`config.mk`:
```
export PLATFORM = sky130hd
export DESIGN_NAME = pps_freq_meter
export DESIGN_NICKNAME = d
export VERILOG_FILES = /design/src/rtl/pps_freq_meter.sv
export SDC_FILE = /design/constraint.sdc
export NUM_CORES = 1
export LEC_CHECK = 0
export CAP_MARGIN = 40
export CORE_ASPECT_RATIO = 1.4
export CORE_MARGIN = 5
export CORE_UTILIZATION = 25
export CTS_CLUSTER_DIAMETER = 200
export CTS_CLUSTER_SIZE = 20
export DETAILED_ROUTE_END_ITERATION = 10
export GPL_ROUTABILITY_DRIVEN = 1
export GPL_TIMING_DRIVEN = 0
export MAX_ROUTING_LAYER = met4
export PLACE_DENSITY = 0.39
export SLEW_MARGIN = 10
export SYNTH_ARGS = -nofsm -noshare
export SYNTH_HDL_FRONTEND = slang
export SYNTH_SLANG_ARGS = --single-unit
```
`constraint.sdc`:
```
create_clock -name clk -period 4.1 [get_ports clk]
set_clock_uncertainty 0.05 [all_clocks]
set_input_delay 0.82 -clock clk [delete_from_list [all_inputs] [get_ports clk]]
set_output_delay 0.82 -clock clk [all_outputs]
set_load 0.005 [all_outputs]
```
`src/rtl/pps_freq_meter.sv`:
```
// Reference-clock frequency meter gated by GPS 1PPS, with a phase-locked 1PPS
// generator (holdover) and an addressed SPI register port.
module pps_freq_meter #(
    parameter int CNT_W     = 28,
    parameter int GATE_LOG2 = 3,
    parameter int PULSE_W   = 16,
    parameter int PER_RST   = 10000000
) (
    input  logic clk,
    input  logic nreset,
    input  logic pps_in,
    input  logic spi_clk,
    input  logic spi_sen,
    input  logic spi_in,
    output logic spi_out,
    output logic spi_out_oen,
    output logic pps_out,
    output logic pps_valid,
    output logic meas_new
);

    localparam int EDG_W = GATE_LOG2 + 1;
    localparam logic [CNT_W-1:0] CNT_MAX  = '1;
    localparam logic [CNT_W-1:0] PER_MIN  = CNT_W'(PULSE_W + 1);
    localparam logic [CNT_W-1:0] PER_INIT = CNT_W'(PER_RST);
    localparam logic [CNT_W-1:0] PULSE_C  = CNT_W'(PULSE_W);
    localparam logic [2:0]       GATE_MAX = 3'(GATE_LOG2);

    typedef enum logic [1:0] {S_IDLE, S_CMD, S_DATA} spi_state_t;

    logic [2:0] pps_sync, sck_sync, sen_sync;
    logic [1:0] din_sync;
    logic       pps_edge, spi_rise, sen_rise, sen_act, din;

    spi_state_t  spi_state;
    logic [5:0]  bcnt;
    logic [7:0]  cmd;
    logic [31:0] shreg, rd_mux;
    logic [1:0]  rd_addr;
    logic        wr_commit, rd_clear, wr_ctrl, wr_per;

    logic [2:0]       gate_sel;
    logic             lock_en, out_en;
    logic [CNT_W-1:0] period_reg;

    logic [CNT_W-1:0] cnt, cnt_inc, meas_cnt;
    logic             ovf, ovf_nxt, meas_ovf, lost, armed, capture;
    logic [EDG_W-1:0] edges, edges_inc, gate_tgt;
    logic [3:0]       edges_st;

    logic [CNT_W-1:0] ph, ph_eff, period_act;
    logic [CNT_W:0]   wd, wd_inc, wd_lim;
    logic             realign, wrap;

    // Two-flop synchronisers; the third pps/sck/sen bit is the edge-detect history.
    always_ff @(posedge clk) begin
        if (!nreset) begin
            pps_sync <= '0;
            sck_sync <= '0;
            sen_sync <= '1;
            din_sync <= '0;
        end else begin
            pps_sync <= {pps_sync[1:0], pps_in};
            sck_sync <= {sck_sync[1:0], spi_clk};
            sen_sync <= {sen_sync[1:0], spi_sen};
            din_sync <= {din_sync[0], spi_in};
        end
    end

    assign pps_edge = pps_sync[1] & ~pps_sync[2];
    assign spi_rise = sck_sync[1] & ~sck_sync[2];
    assign sen_rise = sen_sync[1] & ~sen_sync[2];
    assign sen_act  = ~sen_sync[1];
    assign din      = din_sync[1];

    // Frame handshake: bits are taken on spi_rise while select is low; the frame
    // is judged once, on the select release, by its command and bit count.
    assign rd_addr   = {cmd[0], din};
    assign wr_commit = sen_rise & cmd[7] & (bcnt == 6'd40);
    assign rd_clear  = sen_rise & ~cmd[7] & (cmd[1:0] == 2'd0) & (bcnt >= 6'd8);
    assign wr_ctrl   = wr_commit & (cmd[1:0] == 2'd1);
    assign wr_per    = wr_commit & (cmd[1:0] == 2'd2);

    always_ff @(posedge clk) begin
        if (!nreset) begin
            spi_state <= S_IDLE;
            bcnt      <= '0;
            cmd       <= '0;
            shreg     <= '0;
        end else if (!sen_act) begin
            spi_state <= S_IDLE;
            bcnt      <= '0;
        end else begin
            case (spi_state)
                S_IDLE: begin
                    spi_state <= S_CMD;
                    bcnt      <= '0;
                    cmd       <= '0;
                end
                S_CMD: if (spi_rise) begin
                    cmd  <= {cmd[6:0], din};
                    bcnt <= bcnt + 6'd1;
                    if (bcnt == 6'd7) begin
                        spi_state <= S_DATA;
                        shreg     <= rd_mux;
                    end
                end
                S_DATA: if (spi_rise) begin
                    // Shared shifter: read data leaves at [31], write data enters at [0].
                    shreg <= {shreg[30:0], din};
                    if (bcnt != 6'd63) bcnt <= bcnt + 6'd1;
                end
                default: spi_state <= S_IDLE;
            endcase
        end
    end

    assign spi_out     = (spi_state == S_DATA) & ~cmd[7] & (bcnt < 6'd40) & shreg[31];
    assign spi_out_oen = ~spi_sen;

    assign edges_st = 4'(edges);

    always_comb begin
        rd_mux = '0;
        case (rd_addr)
            2'd0: begin
                rd_mux[31]        = meas_new;
                rd_mux[30]        = meas_ovf;
                rd_mux[CNT_W-1:0] = meas_cnt;
            end
            2'd1: begin
                rd_mux[2:0] = gate_sel;
                rd_mux[4]   = lock_en;
                rd_mux[5]   = out_en;
            end
            2'd2: rd_mux[CNT_W-1:0] = period_reg;
            default: begin
                rd_mux[0]   = pps_valid;
                rd_mux[1]   = lost;
                rd_mux[7:4] = edges_st;
            end
        endcase
    end

    always_ff @(posedge clk) begin
        if (!nreset) begin
            gate_sel   <= '0;
            lock_en    <= 1'b0;
            out_en     <= 1'b0;
            period_reg <= PER_INIT;
        end else begin
            if (wr_ctrl) begin
                gate_sel <= (shreg[2:0] > GATE_MAX) ? GATE_MAX : shreg[2:0];
                lock_en  <= shreg[4];
                out_en   <= shreg[5];
            end
            if (wr_per)
                period_reg <= (shreg[CNT_W-1:0] < PER_MIN) ? PER_MIN : shreg[CNT_W-1:0];
        end
    end

    // Measurement: the captured count includes the capture cycle itself.
    assign cnt_inc   = (cnt == CNT_MAX) ? cnt : cnt + CNT_W'(1);
    assign ovf_nxt   = ovf | (cnt_inc == CNT_MAX);
    assign edges_inc = edges + EDG_W'(1);
    assign gate_tgt  = EDG_W'(1) << gate_sel;
    assign capture   = armed & pps_edge & (edges_inc == gate_tgt) & ~wr_ctrl;

    always_ff @(posedge clk) begin
        if (!nreset) begin
            cnt      <= '0;
            ovf      <= 1'b0;
            edges    <= '0;
            armed    <= 1'b0;
            meas_new <= 1'b0;
            meas_ovf <= 1'b0;
            meas_cnt <= '0;
            lost     <= 1'b0;
        end else begin
            cnt <= cnt_inc;
            ovf <= ovf_nxt;
            if (wr_ctrl) begin
                armed <= 1'b0;
                edges <= '0;
            end else if (pps_edge) begin
                if (!armed) begin
                    armed <= 1'b1;
                    cnt   <= '0;
                    ovf   <= 1'b0;
                    edges <= '0;
                end else if (capture) begin
                    meas_new <= 1'b1;
                    meas_ovf <= ovf_nxt;
                    meas_cnt <= cnt_inc;
                    cnt      <= '0;
                    ovf      <= 1'b0;
                    edges    <= '0;
                    if (meas_new) lost <= 1'b1;
                end else begin
                    edges <= edges_inc;
                end
            end
            if (rd_clear && !capture) begin
                meas_new <= 1'b0;
                lost     <= 1'b0;
            end
        end
    end

    // A locked edge counts as phase 0 and also acts as a wrap for period updates.
    assign realign = lock_en & pps_edge;
    assign wrap    = (ph >= period_act - CNT_W'(1));
    assign ph_eff  = realign ? '0 : ph;
    assign wd_inc  = wd + (CNT_W+1)'(1);
    assign wd_lim  = {period_reg, 1'b0};

    always_ff @(posedge clk) begin
        if (!nreset) begin
            ph         <= '0;
            period_act <= PER_INIT;
            pps_out    <= 1'b0;
            pps_valid  <= 1'b0;
            wd         <= '0;
        end else begin
            pps_out <= out_en & (ph_eff < PULSE_C);
            if (realign) begin
                ph         <= CNT_W'(1);
                period_act <= period_reg;
            end else if (wrap) begin
                ph         <= '0;
                period_act <= period_reg;
            end else begin
                ph <= ph + CNT_W'(1);
            end
            if (pps_edge) begin
                pps_valid <= 1'b1;
                wd        <= '0;
            end else begin
                if (wd_inc >= wd_lim) pps_valid <= 1'b0;
                if (wd < wd_lim) wd <= wd_inc;
            end
        end
    end

endmodule
```
[Yosys cells after proc, flatten, opt, wreduce, memory -nomap -nowiden]
Cells that the tools add are included.
Storage, ports and cells
  input port bits: 6
  register bits after elaboration: 244
Cells by class
  bitwise logic cells: 28
  $add $sub $neg: 6
  mux-type cells: 40
  equal/unequal tests: 16
  order comparisons: 8
  reduce and logical (&&, ||, !) cells: 21
  shift operators: 1
Operators by type and width (count)
  two-way mux 28 bit: 9
  two-way mux 32 bit: 3
  one-hot mux 32 bit (2 select lines): 1
  adder 28 x 1 -> 28 bit, second input constant: 2
  equality test 28 bit, second input constant: 2
  < comparator 28 x 5 -> 1 bit, second input constant: 2
  one-hot mux 20 bit (2 select lines): 1
  adder 29 x 1 -> 29 bit, second input constant: 1
  >= comparator 29 bit: 1
  < comparator 29 bit: 1
  >= comparator 28 bit: 1
  subtractor 28 x 1 -> 28 bit, second input constant: 1
  one-hot mux 2 bit (3 select lines): 4
  AND 1 bit: 18
  two-way mux 6 bit: 3
  one-hot mux 6 bit (3 select lines): 1
  one-hot mux 8 bit (2 select lines): 1
  AND reduction 5 bit: 2
  inverter 1 bit: 9
  two-way mux 1 bit: 8
  two-way mux 4 bit: 2
  two-way mux 8 bit: 1
  != test 2 bit, second input constant: 4
  AND reduction 4 bit: 2
  other kinds (25): 40

[Longest topological paths before layout]
Gate-level depths: netlist (run 1).
  depth after elaboration: 11
  gate-level depth with buffers: 20
  mapped depth without buffers: 17

[Worst setup path after synthesis (run 1)]
Ideal clock, no wire load.
  path kind: reg-to-reg
  from: register period_act[6]
  to: register period_act[0]
  data required time: 3977 ps
  slack: -188 ps
  setup time: 73 ps
  cell stages (with the launch flop): 17
  arrival time: 4165 ps
  cells stage by stage: dfxtp_1 -> or4_4 -> or3_1 -> or4_4 -> or3_4 -> nor4_4 -> xnor2_1 -> ha_1 -> nor2b_1 -> o21ai_0 -> nand2b_1 -> a21oi_1 -> a21o_1 -> and4_1 -> clkbuf_1 -> clkbuf_1 -> mux2i_1
Between the ends
  word-level cells in the longest chain between the ends: 3
Ends and longest elaborated chain
  from (decl): RTL line 51  | logic [CNT_W-1:0] ph, ph_eff, period_act;
  from (signal assigned): RTL line 228  | period_act <= period_reg;
  from (signal assigned): RTL line 231  | period_act <= period_reg;
  subtractor 28 x 1 -> 28 bit: RTL line 212  | assign wrap = (ph >= period_act - CNT_W'(1));
  >= comparator 28 bit: RTL line 212
  nonzero test 2 bit (no line)
No other way between the ends.
A chain may end at the register's enable or synchronous reset.

[Final worst setup path (run 1)]
  from: register period_act[6]
  to: register period_act[24]
Same word-level chain as after synthesis.

==> flow_summary.yaml, run 1 <==
power:
  vdd_ir_drop_max_mv: 0.1904
  pwr_density_cell_nw_per_um2: 271.2
  power.static_leakage_nw: 5.917
  fin_total_pwr_w: 0.004212
place:
  hpwl_um: 34840
  dpl_cell_area_um2: 14800
  portBuffers: 10
  place.gp.congestion: 0.8144
routing:
  ant_nets: 0
  drc: 0
  drt_wl_total_um: 44960
  drt-vias-per-instance: 4.877
  first_iter_violations: 589
  wire_per_inst_um: 18.75
  drt_pass1_iterations: 5
  num_vias: 11700
floorplanning:
  core_area_um2: 54470
  die_x_um: 208.5
  io_pins: 11
  die_y_um: 287.9
  die-area_um2: 60020
  rows: 101
  start_util_pct: 25.32
yosys:
  synth_seq_area_share_pct: 35.43
  yosysUniqueCellTypes: 75
  synthAdderAreaFrac_pct: 8.621
  ys_top_cells_by_count: "244 x dfxtp_1, 175 x nor2_1, 166 x nand2_1, 95 x ha_1, 76 x a21oi_1"
  synthTopCellsByArea: "dfxtp_1 35%, ha_1 8.6%, nor2_1 4.8%"
  synth-edff-count: 0
  synth_compound_area_share_pct: 13.39
  yosys.area.top_type: "dfxtp_1"
  syn-mean-instance-area_um2: 8.443
  synthCells: 1633
  yosysMostFrequentCell: "dfxtp_1"
  syn_area_um2: 13790
  synth_seq_cells: 244
  synthMuxAreaShare_pct: 5.980
  synthXorXnorAreaFrac_pct: 6.860
  synth-simple-area-share_pct: 25.02
  synth_top_area_share_pct: 35.43
  synth_warnings: 0
  syn_nets: 1734
  synth_top_family_by_area: "simple AND/OR/NAND/NOR gates"
  ys.flop_type: "dfxtp_1"
  async_flop_share_pct: 0
critical_path:
  cp.arrival_ns: 4.63
  crit_path_end_kind: "register"
  cp_max_fo: 5
  cp_data_required_time_ns: 4.49
  start_kind: "register"
  setup.worst_path.class: "register to register"
clock_tree:
  insertion_delay_ns: 0.54
  cts_buffer_depth: 3
  htreeDepth: 1
  clockRootBuffer: "clkbuf_16"
  postCtsHoldBufs: 0
  cts.reportedPaths.clkPinSlew_ns: 0.09
  cts_made_buffers: 16
  cts_num_sinks: 244
  cts_tree: "done"
final_layout:
  largestRegisters: "shreg: 32 flops, wd: 29 flops"
  design_area_um2: 15530
  syn2layout_area_growth_pct: 12.65
  regMostFlops: "shreg"
  nFillCells: 5893
  fin_nets: 1778
  drive_gt1_share_pct: 7.692
  diodes: 0
  largest_reg_flops: 32
grt:
  grt_pass1_vias: 11650
  grt_pass1_wl_um: 69860
  antenna_found_initial: 0
  grt_remaining_overflow: 0
  grt_max_degree: 21
  grtUsageTotal_pct: 15.12
sta:
  fin_tns_setup_ns: -4.977
  fin_ws_ns: -0.1391
  finalCritPeriodShare_pct: 103.4
  maxSlewHeadroom_pct: 44.97
  final-max-slew-violation-count: 0
  hold_viol: 0
  fmax_ghz: 0.2359
  grt_setup_unrepaired: "true"
  max_slew.worst_pin.slew_ns: 0.8255
  setup_violations: 54
  min_period_ns: 4.239
outcome:
  violations: "negative setup slack"
  run_status: "complete, but fails checks"
worst_hold_path:
  holdCritPathClass: "register to register"
run:
  cap_violations: 0
==> layout by cell type, fill, tap and decap left out, types with 52 or more instances in the layout <==
cell type	n
a21oi_1	75
clkbuf_1	63
dfxtp_1	241
ha_1	94
inv_1	70
mux2i_1	52
nand2_1	166
nand4_1	52
nor2_1	175
xnor2_1	75
==> power by group <==
part           internal (W)  switching [W]
combinational     0.0000496       0.000111
clock              0.000720       0.000926
sequential          0.00239      0.0000198
==> kinds of logic after synthesis <==
group,Yosys count
xor+xnor,108
simple gates,670
flops,244
fa+ha+maj,95
buf+inv,166
mux,76
compound gates,274
==> routing by layer <==
layer  wire length, um  part of all wire (%)  global-route usage, %
met5                 0                     0                      -
met4              1175                   2.6                  4.239
met3              1062                   2.4                  1.428
met2             23730                    53                  28.21
met1             18990                    42                  17.21
==> timing repair <==
action / in CTS / in global routing
gates resized for setup: 31 / 12
endpoints found under the setup margin: 56 / 56
pin swaps: 13 / 3
setup buffers: 11 / 3
gates cloned: 2 / 1
==> critical path, stage by stage (launching register included) <==
cell       delay (ns)
dfxtp_4          0.35
or4_4            0.54
or3_4            0.35
or4_4            0.49
or3_4            0.38
nor4_4           0.15
xnor2_1          0.17
ha_1             0.27
nor2b_1          0.14
o21ai_1          0.12
nand2b_1         0.08
a21oi_2          0.13
a21o_1           0.19
and4_4           0.27
buf_6            0.15
clkbuf_16        0.15
mux2i_1          0.17
==> layout make-up <==
class	count	area, um2	share of cell area [%]
flip-flops and latches	244	4891	31.49
repair buffers	28	289.0	1.861
well taps	721	902.1	5.808
plain buffers	93	425.4	2.739
clock buffers	16	400.4	2.578
inverters	71	266.5	1.716
multi-input cells	1223	8325	53.60
clock inverters	2	32.53	0.2094
==> path summary, 6_finish.rpt <==
kind | cells past startpoint | end | from | slack (ns)
min reg2reg | 1 | sen_sync[1] | sen_sync[0] | 0.37
max reg2reg | 16 | period_act[24] | period_act[6] | -0.14
max | 16 | period_act[24] | period_act[6] | -0.14
min | 1 | sen_sync[1] | sen_sync[0] | 0.37
==> per-stage QoR <==
| step | util (%) | hold WS, ns | setup slack, ns | cells |
|---|---|---|---|---|
| 2_1_floorplan | - | 0.3363 | -0.03587 | 1633 |
| 3_3_place_gp | 27.16 | 0.3496 | -0.8852 | 2364 |
| 3_5_place_dp | 27.17 | 0.3512 | -0.8898 | 2365 |
| 4_1_cts | 28.42 | 0.3731 | -0.1811 | 2395 |
| 5_1_grt | 28.52 | 0.4050 | -0.2950 | 2398 |
| 6_report | 28.52 | 0.3670 | -0.1391 | 2398 |
No activity file was read; power rests on OpenSTA's default activity.
==> run 2, diff against run 1 <==
--- a/config.mk
+++ b/config.mk
@@ -8,14 +8,15 @@
 export CAP_MARGIN = 40
 export CORE_ASPECT_RATIO = 1.4
 export CORE_MARGIN = 5
-export CORE_UTILIZATION = 25
+export CORE_UTILIZATION = 55
 export CTS_CLUSTER_DIAMETER = 200
 export CTS_CLUSTER_SIZE = 20
 export DETAILED_ROUTE_END_ITERATION = 10
 export GPL_ROUTABILITY_DRIVEN = 1
 export GPL_TIMING_DRIVEN = 0
 export MAX_ROUTING_LAYER = met4
-export PLACE_DENSITY = 0.39
+export PLACE_DENSITY = 0.73
+export SETUP_SLACK_MARGIN = 0.02
 export SLEW_MARGIN = 10
 export SYNTH_ARGS = -nofsm -noshare
 export SYNTH_HDL_FRONTEND = slang
==> run 2 against run 1 <==
The run still ends with negative setup slack left. Die area fell by 53%. Worst setup slack got worse by 0.020 ns. Count of clock-buffer cells in the layout rose by 1. Sequential share of layout area rose by 0.98 points. Critical path depth did not move. Fmax fell by 0.46%. Utilization rose by 33 points.
==> flow_summary.yaml, run 2 (synthesis gave the netlist of run 1 again) <==
outcome:
  run_status: "complete, but fails checks"
  violations: "negative setup slack"
power:
  power_frac_clock_pct: 38.4
  sequentialPowerShare_pct: 57.9
  vdd_ir_drop_max_mv: 0.3356
  power.static_leakage_nw: 5.948
  power_frac_comb_pct: 3.7
  switching_power_w: 0.0009683
  switching_share_pct: 23.32
  internal_power_w: 0.003184
  pwr_density_cell_nw_per_um2: 275.6
clock_tree:
  cts_tree: "done"
  cts_buffer_depth: 3
  htreeDepth: 1
  cts_num_sinks: 244
  cts.reportedPaths.clkPinSlew_ns: 0.08
  clockRootBuffer: "clkbuf_16"
  insertion_delay_ns: 0.51
  postCtsHoldBufs: 0
  cts_made_buffers: 16
final_layout:
  diodes: 0
  drive_gt1_share_pct: 7.936
  largestRegisters: "shreg: 32 flops, wd: 29 flops"
  layout_common_cells: "242 x dfxtp_1, 175 x nor2_1, 166 x nand2_1, 94 x ha_1, 75 x xnor2_1"
  regMostFlops: "shreg"
  fin_nets: 1777
  largest_reg_flops: 32
  design_area_um2: 15070
  finalNonFillerCells: 1991
  syn2layout_area_growth_pct: 9.283
  layout_commonest_cell: "dfxtp_1"
grt:
  grt_remaining_overflow: 0
  grt_max_degree: 21
  antenna_found_initial: 0
  grt_pass1_wl_um: 62260
  grt_pass1_vias: 12000
  grtUsageTotal_pct: 28.01
floorplanning:
  die_y_um: 197.3
  io_pins: 11
  die-area_um2: 28380
  die_x_um: 143.8
  start_util_pct: 55.88
  rows: 68
  core_area_um2: 24670
critical_path:
  crit_slowest_cell: "or4_4"
  max_stage_delay_ns: 0.53
  cp_data_required_time_ns: 4.48
  path_cells: "or4_4, or3_4, or4_4, or3_4, nor4_4, xnor2_1, ha_1, nor2b_4, o21ai_2, nand2b_1, a21oi_2, a21o_1, and4_4, buf_12, clkbuf_8, mux2i_1"
  crit_path_end_kind: "register"
  start_kind: "register"
  cp.arrival_ns: 4.64
  cp_max_fo: 5
  setup.worst_path.class: "register to register"
sta:
  max_slew.worst_pin.slew_ns: 0.8232
  finalCritPeriodShare_pct: 103.9
  min_period_ns: 4.259
  hold_viol: 0
  setup_violations: 54
  maxSlewHeadroom_pct: 44.98
  fmax_ghz: 0.2348
  fin_tns_setup_ns: -6.728
  grt_setup_unrepaired: "true"
  fin_ws_ns: -0.1587
  final-max-slew-violation-count: 0
  hold_slack_ns: 0.3623
place:
  portBuffers: 10
  dpl_cell_area_um2: 14290
  placedCellCount: 1959
  place.gp.congestion: 0.9996
  hpwl_um: 29490
routing:
  wire_per_inst_um: 19.46
  num_vias: 12290
  drt_pass1_iterations: 5
  first_iter_violations: 820
  drt-vias-per-instance: 6.173
  drt_wl_total_um: 38740
  drc: 0
  ant_nets: 0
run:
  cap_violations: 0
worst_hold_path:
  holdCritPathClass: "register to register"
==> run 2: final timing paths <==
path | endpoint | cells past startpoint | slack [ns] | from
max | period_act[3] | 16 | -0.16 | period_act[7]
min | sen_sync[1] | 1 | 0.36 | sen_sync[0]
max reg2reg | period_act[3] | 16 | -0.16 | period_act[7]
min reg2reg | sen_sync[1] | 1 | 0.36 | sen_sync[0]
==> run 2: metrics by stage <==
| stage | power, W | util (%) | setup WS (ns) |
|---|---|---|---|
| floorplan | 0.002554 | - | -0.03587 |
| global placement | 0.002610 | 57.90 | -0.5607 |
| detailed placement | 0.002613 | 57.92 | -0.6620 |
| CTS | 0.004165 | 60.84 | -0.08742 |
| global route | 0.004274 | 61.07 | -0.3022 |
| finish | 0.004153 | 61.07 | -0.1587 |
==> run 2: power groups by stage <==
| stage | Clock, W | Combinational [W] | Sequential [W] |
|---|---|---|---|
| floorplan | 0 | 0.000101 | 0.00245 |
| global placement | 0 | 0.000150 | 0.00246 |
| detailed placement | 0 | 0.000153 | 0.00246 |
| CTS | 0.00161 | 0.000154 | 0.00240 |
| global route | 0.00170 | 0.000170 | 0.00241 |
| finish | 0.00159 | 0.000155 | 0.00240 |
==> run 2: per-layer routing <==
| layer | share of wire (%) | GRT usage (%) | up-vias |
|---|---|---|---|
| met5 | 0 | - | - |
| met4 | 6.5 | 15.07 | 0 |
| met3 | 5.0 | 3.052 | 156 |
| met2 | 51 | 49.59 | 418 |
| met1 | 37 | 30.40 | 5787 |
| li1 | - | - | 5930 |
==> run 2: final cells by class <==
class / instances / area (um2)
Buffer: 91 / 421.7
Clock buffer: 17 / 425.4
Clock inverter: 1 / 16.27
Fill cell: 2219 / 9605
Inverter: 71 / 266.5
Multi-Input combinational cell: 1223 / 8357
Sequential cell: 244 / 4892
Tap cell: 315 / 394.1
Timing Repair Buffer: 29 / 295.3
==> run 2: repair_timing <==
| item | 4_1_cts | 5_1_grt |
|---|---|---|
| buffers inserted | 10 | 6 |
| cloned | 2 | 0 |
| pin swaps | 12 | 13 |
| setup endpoints to repair | 55 | 75 |
| endpoints found under the hold margin | 0 | 0 |
| gates resized for setup | 35 | 11 |
==> run 2: critical path, delay by kind of cell (launching register included) <==
kind                     cells  cell delay [ns]
XOR/XNOR                     1             0.16
AND/OR/NAND/NOR              8             2.50
multiplexers                 1             0.17
adder cells (fa/ha/maj)      1             0.27
AO/OA/AOI/OAI                3             0.43
flip-flops                   1             0.35
buffers and inverters        2             0.28
